### src/rtl/fractal_pixel_writer_if.sv
// Pixel-writer bus: producer-side pixel handshake, frame control,
// framebuffer write port and status outputs, grouped for the writer block.
interface fractal_pixel_writer_if;
    logic               pix_valid;
    logic               pix_ready;
    logic signed [15:0] x_draw;
    logic signed [15:0] y_draw;
    logic [7:0]         intensity;
    logic               calculating;
    logic               clear_req;
    logic               mem_we;
    logic [18:0]        mem_addr;
    logic [7:0]         mem_data;
    logic               mem_ready;
    logic               busy;
    logic               frame_done;
    logic [15:0]        drop_count;

    modport master (
        output pix_valid, x_draw, y_draw, intensity, calculating, clear_req, mem_ready,
        input  pix_ready, mem_we, mem_addr, mem_data, busy, frame_done, drop_count
    );

    modport slave (
        input  pix_valid, x_draw, y_draw, intensity, calculating, clear_req, mem_ready,
        output pix_ready, mem_we, mem_addr, mem_data, busy, frame_done, drop_count
    );
endinterface

### src/rtl/fractal_pixel_writer.sv
// Fractal pixel writer: range-checks incoming pixels, converts escape
// intensity to gray, queues {address, gray} and streams them to the
// framebuffer. Also sweeps the frame to zero on request and flags frame end.
module fractal_pixel_writer #(
    parameter int IMG_W      = 640,
    parameter int IMG_H      = 480,
    parameter int FIFO_DEPTH = 4
) (
    input  logic                  CLK,
    input  logic                  RESET,
    fractal_pixel_writer_if.slave bus
);
    localparam int AW   = $clog2(FIFO_DEPTH);
    localparam int NPIX = IMG_W * IMG_H;

    typedef enum logic {S_IDLE, S_CLEAR} state_t;

    state_t             state_q, state_d;
    logic [26:0]        fifo_mem_q [FIFO_DEPTH];
    logic [AW-1:0]      wr_ptr_q, wr_ptr_d, rd_ptr_q, rd_ptr_d;
    logic [AW:0]        fifo_cnt_q, fifo_cnt_d;
    logic [AW+1:0]      occ;
    logic               mem_we_q, mem_we_d;
    logic [18:0]        mem_addr_q, mem_addr_d;
    logic [7:0]         mem_data_q, mem_data_d;
    logic [15:0]        drop_q, drop_d;
    logic               clr_pend_q, clr_pend_d;
    logic               done_pend_q, done_pend_d;
    logic               calc_q;
    logic               frame_done_q, frame_done_d;
    logic [19:0]        clr_cnt_q, clr_cnt_d;

    logic signed [31:0] x_s, y_s;
    logic               in_range, accept, push, pop, out_free, fifo_empty, done_fire, pix_ready;
    logic [7:0]         int_c, gray;
    logic [18:0]        addr_c;

    // Pixel conversion: bounds check, intensity clamp, 5/2 gray scaling, linear address.
    assign x_s      = {{16{bus.x_draw[15]}}, bus.x_draw};
    assign y_s      = {{16{bus.y_draw[15]}}, bus.y_draw};
    assign in_range = (x_s >= 0) && (x_s < IMG_W) && (y_s >= 0) && (y_s < IMG_H);
    assign int_c    = (bus.intensity > 8'd100) ? 8'd100 : bus.intensity;
    // 2*c + c/2 equals floor(5*c/2) exactly and stays within 8 bits for c <= 100.
    assign gray     = {int_c[6:0], 1'b0} + {1'b0, int_c[7:1]};
    assign addr_c   = 19'(bus.y_draw) * 19'(IMG_W) + 19'(bus.x_draw);

    // Occupancy counts the presented write as well, so the queue plus the
    // output register together hold at most FIFO_DEPTH pixels.
    assign occ        = {1'b0, fifo_cnt_q} + {{(AW + 1){1'b0}}, mem_we_q};
    assign fifo_empty = (fifo_cnt_q == '0);
    assign pix_ready  = RESET && (state_q == S_IDLE) && (occ < (AW + 2)'(FIFO_DEPTH));
    assign accept     = bus.pix_valid && pix_ready;
    assign push       = accept && in_range;
    assign out_free   = !mem_we_q || bus.mem_ready;
    assign pop        = (state_q == S_IDLE) && out_free && !fifo_empty;
    assign done_fire  = done_pend_q && fifo_empty && !mem_we_q && (state_q == S_IDLE);

    assign bus.pix_ready  = pix_ready;
    assign bus.mem_we     = mem_we_q;
    assign bus.mem_addr   = mem_addr_q;
    assign bus.mem_data   = mem_data_q;
    assign bus.frame_done = frame_done_q;
    assign bus.drop_count = drop_q;
    assign bus.busy       = (state_q == S_CLEAR) || !fifo_empty || mem_we_q || clr_pend_q || done_pend_q;

    // Queue storage: written on push only, contents need no reset.
    always_ff @(posedge CLK) begin
        if (push) fifo_mem_q[wr_ptr_q] <= {addr_c, gray};
    end

    // Next-state: queue pointers, write port, clear sweep, drop and frame-end flags.
    always_comb begin
        state_d      = state_q;
        wr_ptr_d     = wr_ptr_q;
        rd_ptr_d     = rd_ptr_q;
        fifo_cnt_d   = fifo_cnt_q;
        mem_we_d     = mem_we_q;
        mem_addr_d   = mem_addr_q;
        mem_data_d   = mem_data_q;
        drop_d       = drop_q;
        clr_pend_d   = clr_pend_q;
        clr_cnt_d    = clr_cnt_q;
        frame_done_d = done_fire;
        done_pend_d  = done_pend_q;

        if (push) wr_ptr_d = wr_ptr_q + AW'(1);
        if (pop)  rd_ptr_d = rd_ptr_q + AW'(1);
        case ({push, pop})
            2'b10:   fifo_cnt_d = fifo_cnt_q + (AW + 1)'(1);
            2'b01:   fifo_cnt_d = fifo_cnt_q - (AW + 1)'(1);
            default: fifo_cnt_d = fifo_cnt_q;
        endcase

        if (accept && !in_range && (drop_q != 16'hFFFF)) drop_d = drop_q + 16'd1;

        if (bus.clear_req && (state_q != S_CLEAR)) clr_pend_d = 1'b1;

        if (calc_q && !bus.calculating) done_pend_d = 1'b1;
        else if (done_fire)             done_pend_d = 1'b0;

        case (state_q)
            S_IDLE: begin
                if (pop) begin
                    mem_we_d   = 1'b1;
                    mem_addr_d = fifo_mem_q[rd_ptr_q][26:8];
                    mem_data_d = fifo_mem_q[rd_ptr_q][7:0];
                end else if (out_free) begin
                    mem_we_d = 1'b0;
                end
                if (clr_pend_q && fifo_empty && !mem_we_q && !bus.calculating) begin
                    state_d   = S_CLEAR;
                    clr_cnt_d = '0;
                end
            end
            S_CLEAR: begin
                if (out_free) begin
                    if (clr_cnt_q < 20'(NPIX)) begin
                        mem_we_d   = 1'b1;
                        mem_addr_d = clr_cnt_q[18:0];
                        mem_data_d = 8'd0;
                        clr_cnt_d  = clr_cnt_q + 20'd1;
                    end else begin
                        mem_we_d   = 1'b0;
                        state_d    = S_IDLE;
                        clr_pend_d = 1'b0;
                    end
                end
            end
            default: state_d = S_IDLE;
        endcase
    end

    // State register with synchronous active-low reset.
    always_ff @(posedge CLK) begin
        if (!RESET) begin
            state_q      <= S_IDLE;
            wr_ptr_q     <= '0;
            rd_ptr_q     <= '0;
            fifo_cnt_q   <= '0;
            mem_we_q     <= 1'b0;
            mem_addr_q   <= '0;
            mem_data_q   <= '0;
            drop_q       <= '0;
            clr_pend_q   <= 1'b0;
            done_pend_q  <= 1'b0;
            calc_q       <= 1'b0;
            frame_done_q <= 1'b0;
            clr_cnt_q    <= '0;
        end else begin
            state_q      <= state_d;
            wr_ptr_q     <= wr_ptr_d;
            rd_ptr_q     <= rd_ptr_d;
            fifo_cnt_q   <= fifo_cnt_d;
            mem_we_q     <= mem_we_d;
            mem_addr_q   <= mem_addr_d;
            mem_data_q   <= mem_data_d;
            drop_q       <= drop_d;
            clr_pend_q   <= clr_pend_d;
            done_pend_q  <= done_pend_d;
            calc_q       <= bus.calculating;
            frame_done_q <= frame_done_d;
            clr_cnt_q    <= clr_cnt_d;
        end
    end
endmodule

### src/flat_wrapper.sv
// flat-port wrapper written by rule: the top's interface ports become plain ports
module fractal_pixel_writer_flat 
#(
    parameter int IMG_W      = 640,
    parameter int IMG_H      = 480,
    parameter int FIFO_DEPTH = 4
)
  (CLK, RESET, bus_pix_valid, bus_x_draw, bus_y_draw, bus_intensity, bus_calculating, bus_clear_req, bus_mem_ready, bus_pix_ready, bus_mem_we, bus_mem_addr, bus_mem_data, bus_busy, bus_frame_done, bus_drop_count);
  fractal_pixel_writer_if bus_i ();
  input  logic CLK;
  input  logic RESET;
  input wire logic [$bits(bus_i.pix_valid)-1:0] bus_pix_valid;
  input wire logic [$bits(bus_i.x_draw)-1:0] bus_x_draw;
  input wire logic [$bits(bus_i.y_draw)-1:0] bus_y_draw;
  input wire logic [$bits(bus_i.intensity)-1:0] bus_intensity;
  input wire logic [$bits(bus_i.calculating)-1:0] bus_calculating;
  input wire logic [$bits(bus_i.clear_req)-1:0] bus_clear_req;
  input wire logic [$bits(bus_i.mem_ready)-1:0] bus_mem_ready;
  output wire logic [$bits(bus_i.pix_ready)-1:0] bus_pix_ready;
  output wire logic [$bits(bus_i.mem_we)-1:0] bus_mem_we;
  output wire logic [$bits(bus_i.mem_addr)-1:0] bus_mem_addr;
  output wire logic [$bits(bus_i.mem_data)-1:0] bus_mem_data;
  output wire logic [$bits(bus_i.busy)-1:0] bus_busy;
  output wire logic [$bits(bus_i.frame_done)-1:0] bus_frame_done;
  output wire logic [$bits(bus_i.drop_count)-1:0] bus_drop_count;
  assign bus_i.pix_valid = bus_pix_valid;
  assign bus_i.x_draw = bus_x_draw;
  assign bus_i.y_draw = bus_y_draw;
  assign bus_i.intensity = bus_intensity;
  assign bus_i.calculating = bus_calculating;
  assign bus_i.clear_req = bus_clear_req;
  assign bus_i.mem_ready = bus_mem_ready;
  assign bus_pix_ready = bus_i.pix_ready;
  assign bus_mem_we = bus_i.mem_we;
  assign bus_mem_addr = bus_i.mem_addr;
  assign bus_mem_data = bus_i.mem_data;
  assign bus_busy = bus_i.busy;
  assign bus_frame_done = bus_i.frame_done;
  assign bus_drop_count = bus_i.drop_count;
  fractal_pixel_writer #(.IMG_W(IMG_W), .IMG_H(IMG_H), .FIFO_DEPTH(FIFO_DEPTH)) u_core (.CLK(CLK), .RESET(RESET), .bus(bus_i));
endmodule
### config.mk
export PLATFORM = sky130hd
export DESIGN_NAME = fractal_pixel_writer_flat
export DESIGN_NICKNAME = d
export VERILOG_FILES = /design/src/rtl/fractal_pixel_writer_if.sv /design/src/rtl/fractal_pixel_writer.sv /design/src/flat_wrapper.sv
export SDC_FILE = /design/constraint.sdc
export NUM_CORES = 1
export LEC_CHECK = 0
export CAP_MARGIN = 20
export CELL_PAD_IN_SITES_DETAIL_PLACEMENT = 1
export CELL_PAD_IN_SITES_GLOBAL_PLACEMENT = 1
export CORE_AREA = 2 2 162 164
export CTS_CLUSTER_DIAMETER = 150
export DETAILED_ROUTE_END_ITERATION = 10
export DIE_AREA = 0 0 164 166
export PLACE_DENSITY_LB_ADDON = 0.1
export SKIP_LAST_GASP = 1
export SLEW_MARGIN = 20
export SYNTH_ARGS = -nofsm -noshare
export SYNTH_HDL_FRONTEND = slang
export SYNTH_SLANG_ARGS = --single-unit
export TNS_END_PERCENT = 1
### constraint.sdc
create_clock -name CLK -period 3.65 [get_ports CLK]
set_input_delay 0.365 -clock CLK [delete_from_list [all_inputs] [get_ports CLK]]
set_output_delay 0.365 -clock CLK [all_outputs]
set_load 0.005 [all_outputs]
# Word-level counts from Yosys, hierarchy flattened

Memory sizes are Yosys's and may differ from the RTL's. A register that Yosys moved wholly into a read port is not among the register bits.
Index checks and enable logic that the tools add are counted.

Register bits after elaboration: 76
RAM bits: 108
Output and inout port bits: 47
Memories: 1

Memories:

| name              | depth | width | read ports | clocked after Yosys merged registers in | write ports | RTL line                   | text |
|---|---|---|---|---|---|---|---|
| u_core.fifo_mem_q | 4     | 27    | 1          | 1                                       | 1           | fractal_pixel_writer.sv:19 | `logic [26:0] fifo_mem_q [FIFO_DEPTH];` |

Add/subtract/negate cells: 9
$mul: 1
Magnitude comparators: 7
Equal/unequal tests: 8
Multiplexer cells: 32
Bitwise gates (word level): 1
Reductions and logical operators: 34

Operators with widths:

| cell                                                          | count |
|---|---|
| two-way mux 20 bit                                            | 3 |
| two-way mux 19 bit                                            | 3 |
| one-hot mux 20 bit (2 select lines)                           | 1 |
| one-hot mux 19 bit (2 select lines)                           | 1 |
| >= comparator 16 x 1 -> 1 bit (second input constant)         | 2 |
| two-way mux 8 bit                                             | 4 |
| adder 20 x 1 -> 20 bit (second input constant)                | 1 |
| less-than comparator 20 x 19 -> 1 bit (second input constant) | 1 |
| adder 19 x 16 -> 19 bit                                       | 1 |
| logical AND 1 bit                                             | 19 |
| adder 16 x 1 -> 16 bit (second input constant)                | 1 |
| less-than comparator 16 x 10 -> 1 bit (second input constant) | 1 |
| less-than comparator 16 x 11 -> 1 bit (second input constant) | 1 |
| multiplier 16 x 4 -> 12 bit (second input constant)           | 1 |
| != test 16 bit (second input constant)                        | 1 |
| one-hot mux 8 bit (2 select lines)                            | 1 |
| two-way mux 1 bit                                             | 14 |
| adder 8 x 7 -> 8 bit                                          | 1 |
| > comparator 8 x 7 -> 1 bit (second input constant)           | 1 |
| != test 2 bit (second input constant)                         | 3 |
| one-hot mux 3 bit (2 select lines)                            | 1 |
| AND reduction 3 bit                                           | 2 |
| logical OR 1 bit                                              | 5 |
| adder 2 x 1 -> 2 bit (second input constant)                  | 2 |
| other kinds (15)                                              | 21 |

# Depth between registers and ports, before layout

Gate-level depths: netlist of the first run.

Depth in word-level cells: 7
Mapped depth: 14
Mapped depth without buffers: 14

# Worst setup path before layout of the first run

No wires, ideal clock.

Path kind: input to register
Start: input port bus_y_draw[2]
End: memory u_core.fifo_mem_q[0][25], data pin
Setup time: 0.272 ns
Arrival time: 2.708 ns
Required time: 3.378 ns
Slack: 0.670 ns
Cell stages on the path: 12
Path through: ha_1 > ha_1 > a21o_1 > a21oi_1 > o21ai_0 > nor2_1 > xnor2_1 > ha_1 > or2_2 > a211oi_1 > a221oi_1 > o311ai_0

Word-level cells in the longest chain between the ends: 2

RTL lines:

| item                        | RTL line                   | text |
|---|---|---|
| start, declared             | flat_wrapper.sv:14         | `input wire logic [$bits(bus_i.y_draw)-1:0] bus_y_draw;` |
| multiplier 16 x 4 -> 12 bit | fractal_pixel_writer.sv:45 | `assign addr_c = 19'(bus.y_draw) * 19'(IMG_W) + 19'(bus.x_draw);` |
| adder 19 x 16 -> 19 bit     | fractal_pixel_writer.sv:45 |  |
| net u_core.addr_c[17]       | fractal_pixel_writer.sv:36 | `logic [18:0] addr_c;` |
| end, declared               | fractal_pixel_writer.sv:19 |  |

The timed path passes the listed nets, and every way through them passes these cells.

# Worst setup path in the final report of the first run

Start: input port bus_y_draw[2]
End: memory u_core.fifo_mem_q[3][25], data pin

Same word-level chain as after synthesis.

==> impl_results.md, run 1 <==
- Status: complete, no violations
- Chip Height: 166 um
- Sequential share of the synthesized area: 0.545
- Pwr dens: 446 nW/um2
- H-Tree Depth: 4
- Vias post-DR: 5898
- Slew @ Worst Pin: 858 ps
- Insertion delay to the later sink of the worst-skew pair: 430 ps
- # Post-CTS Setup Buffers: 0
- Crit path capture type: register
- Worst EP required: 3800 ps
- Clk root buf: clkbuf_16
- Crit Path Max Fanout: 4
- Total track usage: 0.157
- DRT iter0 DRCs: 198
- Async SR Flop Fraction: 0
- Max Fclk: 312 MHz
- Initial Utilization: 0.344
- Clock tree buffer depth: 2
- Gpl congestion: 0.756
- Final hold vios: 0
- Cts hold-fix bufs: 0
- Crit path to: u_core.fifo_mem_q[3][25]
- Synthesized area per cell: 12.2 um2
- Worst hold path type: register to register
- Post-Synthesis Cells: 726
- First-pass GRT wire length: 33600 um
- Post-synth EDFFs: 108
- Die ar.: 27200 um2
- Placed Area: 10200 um2
- Row Count: 59
- Post-route ant nets: 0
- Hold WS: 449 ps
- Unrepaired setup endpoints after global routing: no
- Power Total: 4810 uW
- Share of layout cells above drive strength 1: 0.111
- Maximum vdd ir drop: 0.000319 V
- Pin count of the biggest net entering global routing: 63
- CP Class: input port to register
- WP data arrival: 3360 ps
- Startpoint Class: input port
- Initial antenna violation count: 0
- TNS Setup: 0 ps
- TritonCTS clock tree: yes
- Post-Syn Area: 8820 um2
- DRT Wirelength: 20300 um
- Gr ovfl total: 0
- Synth-to-Final Area Change: 22.1%
- Sink Count: 186
- Slew HR: 0.428
- Vias in the first global route: 6420
- Ys Warns: 0
- Internal reg-to-reg setup slack: 830 ps
- Period utilisation layout: 0.879
- ANT cells: 0
- TritonRoute pass-1 iters: 4
- Leak pwr: 0.00393 uW
- Port bufs: 92
- IO Count: 93
- R2r startpoint: u_core.state_q
- Synth Net Count: 818
- Main flop type after synthesis: edfxtp_1
- Die W: 164 um
- Post-route cell area: 10800 um2
- Yosys cell types: 52
- Hpwl dp: 14400 um
- Min Clock Period, post-route: 3210 ps
- CTS buffer count: 17
- Fin. max-slew vios: 0
- Post-CTS resize count: 0
- Drt drc: 0
- Path depth of the worst reg2reg path: 12
- Worst Setup SP: bus_y_draw[2]
- Vias/cell: 5.02
- Core footprint: 25600 um2
- Clk slew on worst S/H paths: 80 ps
- Drt wl/cell: 17.3 um
- Final setup viols: 0
- Worst r2r dst: u_core.fifo_cnt_q[2]
- Max_cap viols: 0
- Fillers: 2688
- NumNets Final: 920
- Flops & latches, synth: 186
- Clk_skew: 15.5 ps
==> how the worst min path moves through the flow <==
stage,start,endpoint,slack [ps],cells past startpoint
floorplan,u_core.done_pend_q,u_core.bus.frame_done,420,2
global placement,u_core.done_pend_q,u_core.bus.frame_done,430,2
detailed placement,u_core.done_pend_q,u_core.bus.frame_done,440,2
CTS,u_core.done_pend_q,u_core.bus.frame_done,450,2
global route,u_core.done_pend_q,u_core.bus.frame_done,490,2
finish,u_core.done_pend_q,u_core.bus.frame_done,450,2
==> state kept, by name, indices dropped and copies added, names as in the netlist, 2 cells and up, named ones only <==
name / cells
u_core.fifo_cnt_q: 3
u_core.bus.drop_count: 16
u_core.clr_cnt_q: 20
u_core.fifo_mem_q: 108
u_core.bus.mem_data: 8
u_core.bus.mem_addr: 19
u_core.rd_ptr_q: 2
u_core.wr_ptr_q: 2
==> final cells by class <==
cell class,count,area (um2),area share
Sequential cell,186,4810,0.446
Multi-Input combinational cell,482,3770,0.350
Timing Repair Buffer,110,1080,0.0999
Clock buffer,18,429,0.0398
Tap cell,335,419,0.0389
Clock inverter,14,156,0.0145
Inverter,31,116,0.0108
==> per-layer routing <==
| layer | up-vias | GRT usage | part of all wire |
|---|---|---|---|
| met5 | - | 0 | 0 |
| met4 | 0 | 0.0408 | 0.010 |
| met3 | 15 | 0.0260 | 0.022 |
| met2 | 85 | 0.272 | 0.50 |
| met1 | 2935 | 0.204 | 0.47 |
| li1 | 2863 | - | - |
==> placed cells by master, fill, tap and decap left out, types with 5 or more instances in the layout <==
master	n
a21boi_0	12
nor2_1	45
o21ai_0	11
buf_4	16
o211a_1	19
nand2b_1	6
mux4_2	27
nand2_1	75
a21o_1	5
a211oi_1	12
nand3_1	46
and2_1	24
xnor2_1	39
nand4_1	9
nor3_1	10
dfxtp_1	77
a21oi_1	18
edfxtp_1	108
clkdlybuf4s50_1	91
ha_1	42
xor2_1	12
nor2b_1	8
clkbuf_16	17
inv_1	30
mux2i_1	8
inv_6	6
==> stage by stage <==
step / cells / setup slack [ps] / utilization
2_1_floorplan: 726 / 670 / -
3_3_place_gp: 1144 / 49.2 / 0.398
3_5_place_dp: 1144 / -103 / 0.398
4_1_cts: 1176 / 328 / 0.421
5_1_grt: 1176 / 37.4 / 0.421
6_report: 1176 / 440 / 0.421
==> power breakdown <==
part / leakage [uW] / switching [uW] / internal, uW
registers: 0.00160 / 20.1 / 2330
clock network: 0.000284 / 890 / 922
logic: 0.00204 / 359 / 289
==> synthesized netlist by cell type, drive strengths merged (3+ instances only) <==
master / count / area [um2]
and2: 24 / 150
nand2: 75 / 282
mux4: 27 / 608
ha: 42 / 526
and3: 4 / 25.0
or3: 4 / 25.0
o211a: 19 / 190
or2: 4 / 25.0
mux2i: 8 / 80.1
nand4: 10 / 77.6
nor3: 13 / 80.1
dfxtp: 78 / 1560
fa: 4 / 80.1
nand2b: 6 / 37.5
a21boi: 12 / 90.1
edfxtp: 108 / 3240
o211ai: 6 / 55.1
buf: 14 / 82.6
xor2: 12 / 105
o21bai: 3 / 22.5
a21oi: 18 / 90.1
a21o: 5 / 37.5
nor2b: 8 / 50.1
o21ai: 11 / 55.1
nand3: 46 / 230
a211oi: 13 / 103
xnor2: 39 / 342
clkbuf: 13 / 48.8
nor2: 46 / 175
inv: 31 / 116
==> critical path, stage by stage <==
cell and delay, ps:
clkdlybuf4s50_1 450, ha_1 340, ha_1 310, a21o_1 180
a21oi_1 200, o21ai_0 140, o21ai_0 170, a21oi_1 100
xnor2_1 130, ha_1 320, inv_1 120, nand3_1 90
a2111o_1 300, o311ai_1 150
==> kinds of logic after synthesis <==
kind of cell	count (synthesis)	synth area share
simple gates	247	0.138
compound gates	102	0.0919
buf+inv	58	0.0281
mux	35	0.0780
xor+xnor	51	0.0506
fa+ha+maj	46	0.0687
other cells	1	0.000425
flops	186	0.545
No activity file was read; power rests on OpenSTA's default activity.
==> run 2, diff against run 1 <==
GPL_TIMING_DRIVEN = 0   (was not set)
==> impl_results.md, run 2 (same netlist as run 1, synthesis figures left out) <==
- Largest Register: u_core.fifo_mem_q
- Routing usage on met2: 0.299
- Commonest non-fill, non-tap cell in the layout: edfxtp_1
- Buffers and inverters on the worst path: 2
- Worst hold path type: input port to register
- Max incr delay on CP: 450 ps
- Clk slew on worst S/H paths: 80 ps
- Worst Hold Launch: RESET
- Clock tree buffer depth: 2
- Critical path depth: 14
- Gr busiest metal: met2
- Post-CTS resize count: 0
- CP delay by family, top: compound AO/OA/AOI/OAI gates
- Commonest non-fill, non-tap cells in the layout: edfxtp_1 (108), clkdlybuf4s50_1 (91), dfxtp_1 (78)
- Die W: 164 um
- Chip Height: 166 um
- Insertion delay to the later sink of the worst-skew pair: 430 ps
- Core footprint: 25600 um2
- Clk root buf: clkbuf_16
- Die ar.: 27200 um2
- Worst Setup SP: bus_y_draw[2]
- Internal reg-to-reg setup slack: 940 ps
- Gpl congestion: 0.789
- Hold WS: 307 ps
- Slew HR: 0.563
- Hpwl dp: 16200 um
- DRT Wirelength: 21100 um
- Fillers: 2702
- Min Clock Period, post-route: 3350 ps
- WP data arrival: 3510 ps
- Period utilisation layout: 0.918
- Clk_skew: 15.8 ps
- Max Fclk: 299 MHz
- Pwr dens: 443 nW/um2
- Crit path capture type: register
- Initial antenna violation count: 0
- Hold path endpoint: u_core.bus.drop_count[15]
- TritonCTS clock tree: yes
- Max_cap viols: 0
- CTS buffer count: 17
- Unrepaired setup endpoints after global routing: no
- Final hold vios: 0
- # Post-CTS Setup Buffers: 0
- Drt wl/cell: 17.8 um
- TritonRoute pass-1 iters: 4
- Gr ovfl total: 0
- Crit path top cell by count: ha_1
- Port bufs: 91
- Row Count: 59
- Met3 Use GR: 0.0205
- Path depth of the worst reg2reg path: 11
- Cells after DPL: 1156
- Initial Utilization: 0.344
- Crit Path Max Fanout: 4
- Status: complete, no violations
- Synth-to-Final Area Change: 22.7%
- Share of layout cells above drive strength 1: 0.111
- IO Count: 93
- Non-filler instance count after layout: 1188
- Hold Crit Depth: 3
- Slew @ Worst Pin: 656 ps
- Startpoint Class: input port
- Vias/cell: 5.00
- Vias in the first global route: 6610
- Met1 global-route usage: 0.202
- Leak pwr: 0.00395 uW
- Sink Count: 186
- Maximum vdd ir drop: 0.000320 V
- Max reg flops: 108
- Worst EP required: 3810 ps
- DRT iter0 DRCs: 281
- Slowest cell on the critical path: clkdlybuf4s50_1
- NumNets Final: 932
- ANT cells: 0
- Post-route ant nets: 0
- CP Class: input port to register
- Fin. max-slew vios: 0
- Pin count of the biggest net entering global routing: 21
- H-Tree Depth: 4
- Cts hold-fix bufs: 0
- Vias post-DR: 5944
- Worst r2r dst: u_core.fifo_cnt_q[2]
- R2r startpoint: u_core.bus.mem_we
- First-pass GRT wire length: 34600 um
- Drt drc: 0
- Total track usage: 0.164
- Final setup viols: 0
- Crit-path cells: clkdlybuf4s50_1 -> ha_1 -> ha_1 -> a21o_1 -> a21oi_1 -> o21ai_0 -> o21ai_0 -> a21oi_1 -> xnor2_1 -> ha_1 -> inv_1 -> nand3_1 -> a2111o_1 -> o311ai_1
[run 2: cell count changes in the layout (fill, tap and decap cells not counted), sizes merged]
cell / delta
clkinv: +2
clkbuf: +13
inv: -3
bufinv: +1
buf: -1
[run 2: where the power goes]
group / leakage (uW) / internal (uW) / total, uW / switching, uW
logic: 0.00206 / 273 / 632 / 359
clock network: 0.000284 / 969 / 1820 / 846
registers: 0.00160 / 2330 / 2340 / 15.1
[run 2: worst register-to-register path, stage by stage (launching register included)]
cell and delay (ps):
dfxtp_1 360, nor2b_1 160, nor2_1 130, nand2_1 290, inv_1 160, buf_2 240, ha_1 220, inv_1 60
fa_1 370, xor2_1 160, or3_1 310, a21boi_0 170
[run 2: metrics by stage]
stage | utilization | power (uW) | TNS, ps | area [um2] | worst slack (ps)
2_1_floorplan | - | 2790 | 0 | 8820 | 670
3_3_place_gp | 0.396 | 3000 | -11570 | 10200 | -170
3_5_place_dp | 0.400 | 3030 | -1540 | 10200 | -267
4_1_cts | 0.422 | 4840 | 0 | 10800 | 178
5_1_grt | 0.422 | 5000 | 0 | 10800 | 55.0
6_report | 0.422 | 4790 | 0 | 10800 | 301
[run 2: worst max-delay path by stage]
stage                                           to  slack (ps)
final                     u_core.fifo_mem_q[3][25]         300
after detailed placement  u_core.fifo_mem_q[2][25]        -270
after global routing      u_core.fifo_mem_q[2][26]          50
after global placement    u_core.fifo_mem_q[0][25]        -170
after floorplan           u_core.fifo_mem_q[0][25]         670
after CTS                 u_core.fifo_mem_q[3][25]         180
[run 2: per-layer routing]
layer	part of all wire	routed length [um]
met5	0	0
met4	0.012	263
met3	0.020	425
met2	0.53	11300
met1	0.43	9140
[run 2: area by class of cell]
| cell class | instances | area (um2) | share of cell area |
|---|---|---|---|
| sequential | 186 | 4800 | 0.444 |
| multi-input combinational | 482 | 3770 | 0.349 |
| timing repair buffer | 95 | 991 | 0.0916 |
| clock buffer | 18 | 429 | 0.0397 |
| tap | 335 | 419 | 0.0387 |
| clock inverter | 14 | 156 | 0.0145 |
| buffer | 27 | 131 | 0.0121 |
| inverter | 31 | 116 | 0.0108 |
==> run 3, diff against run 2 <==
HOLD_SLACK_MARGIN = 0.06   (was not set)
==> results of run 3 <==
Final layout, timing and power as in run 2 (identical DEF).
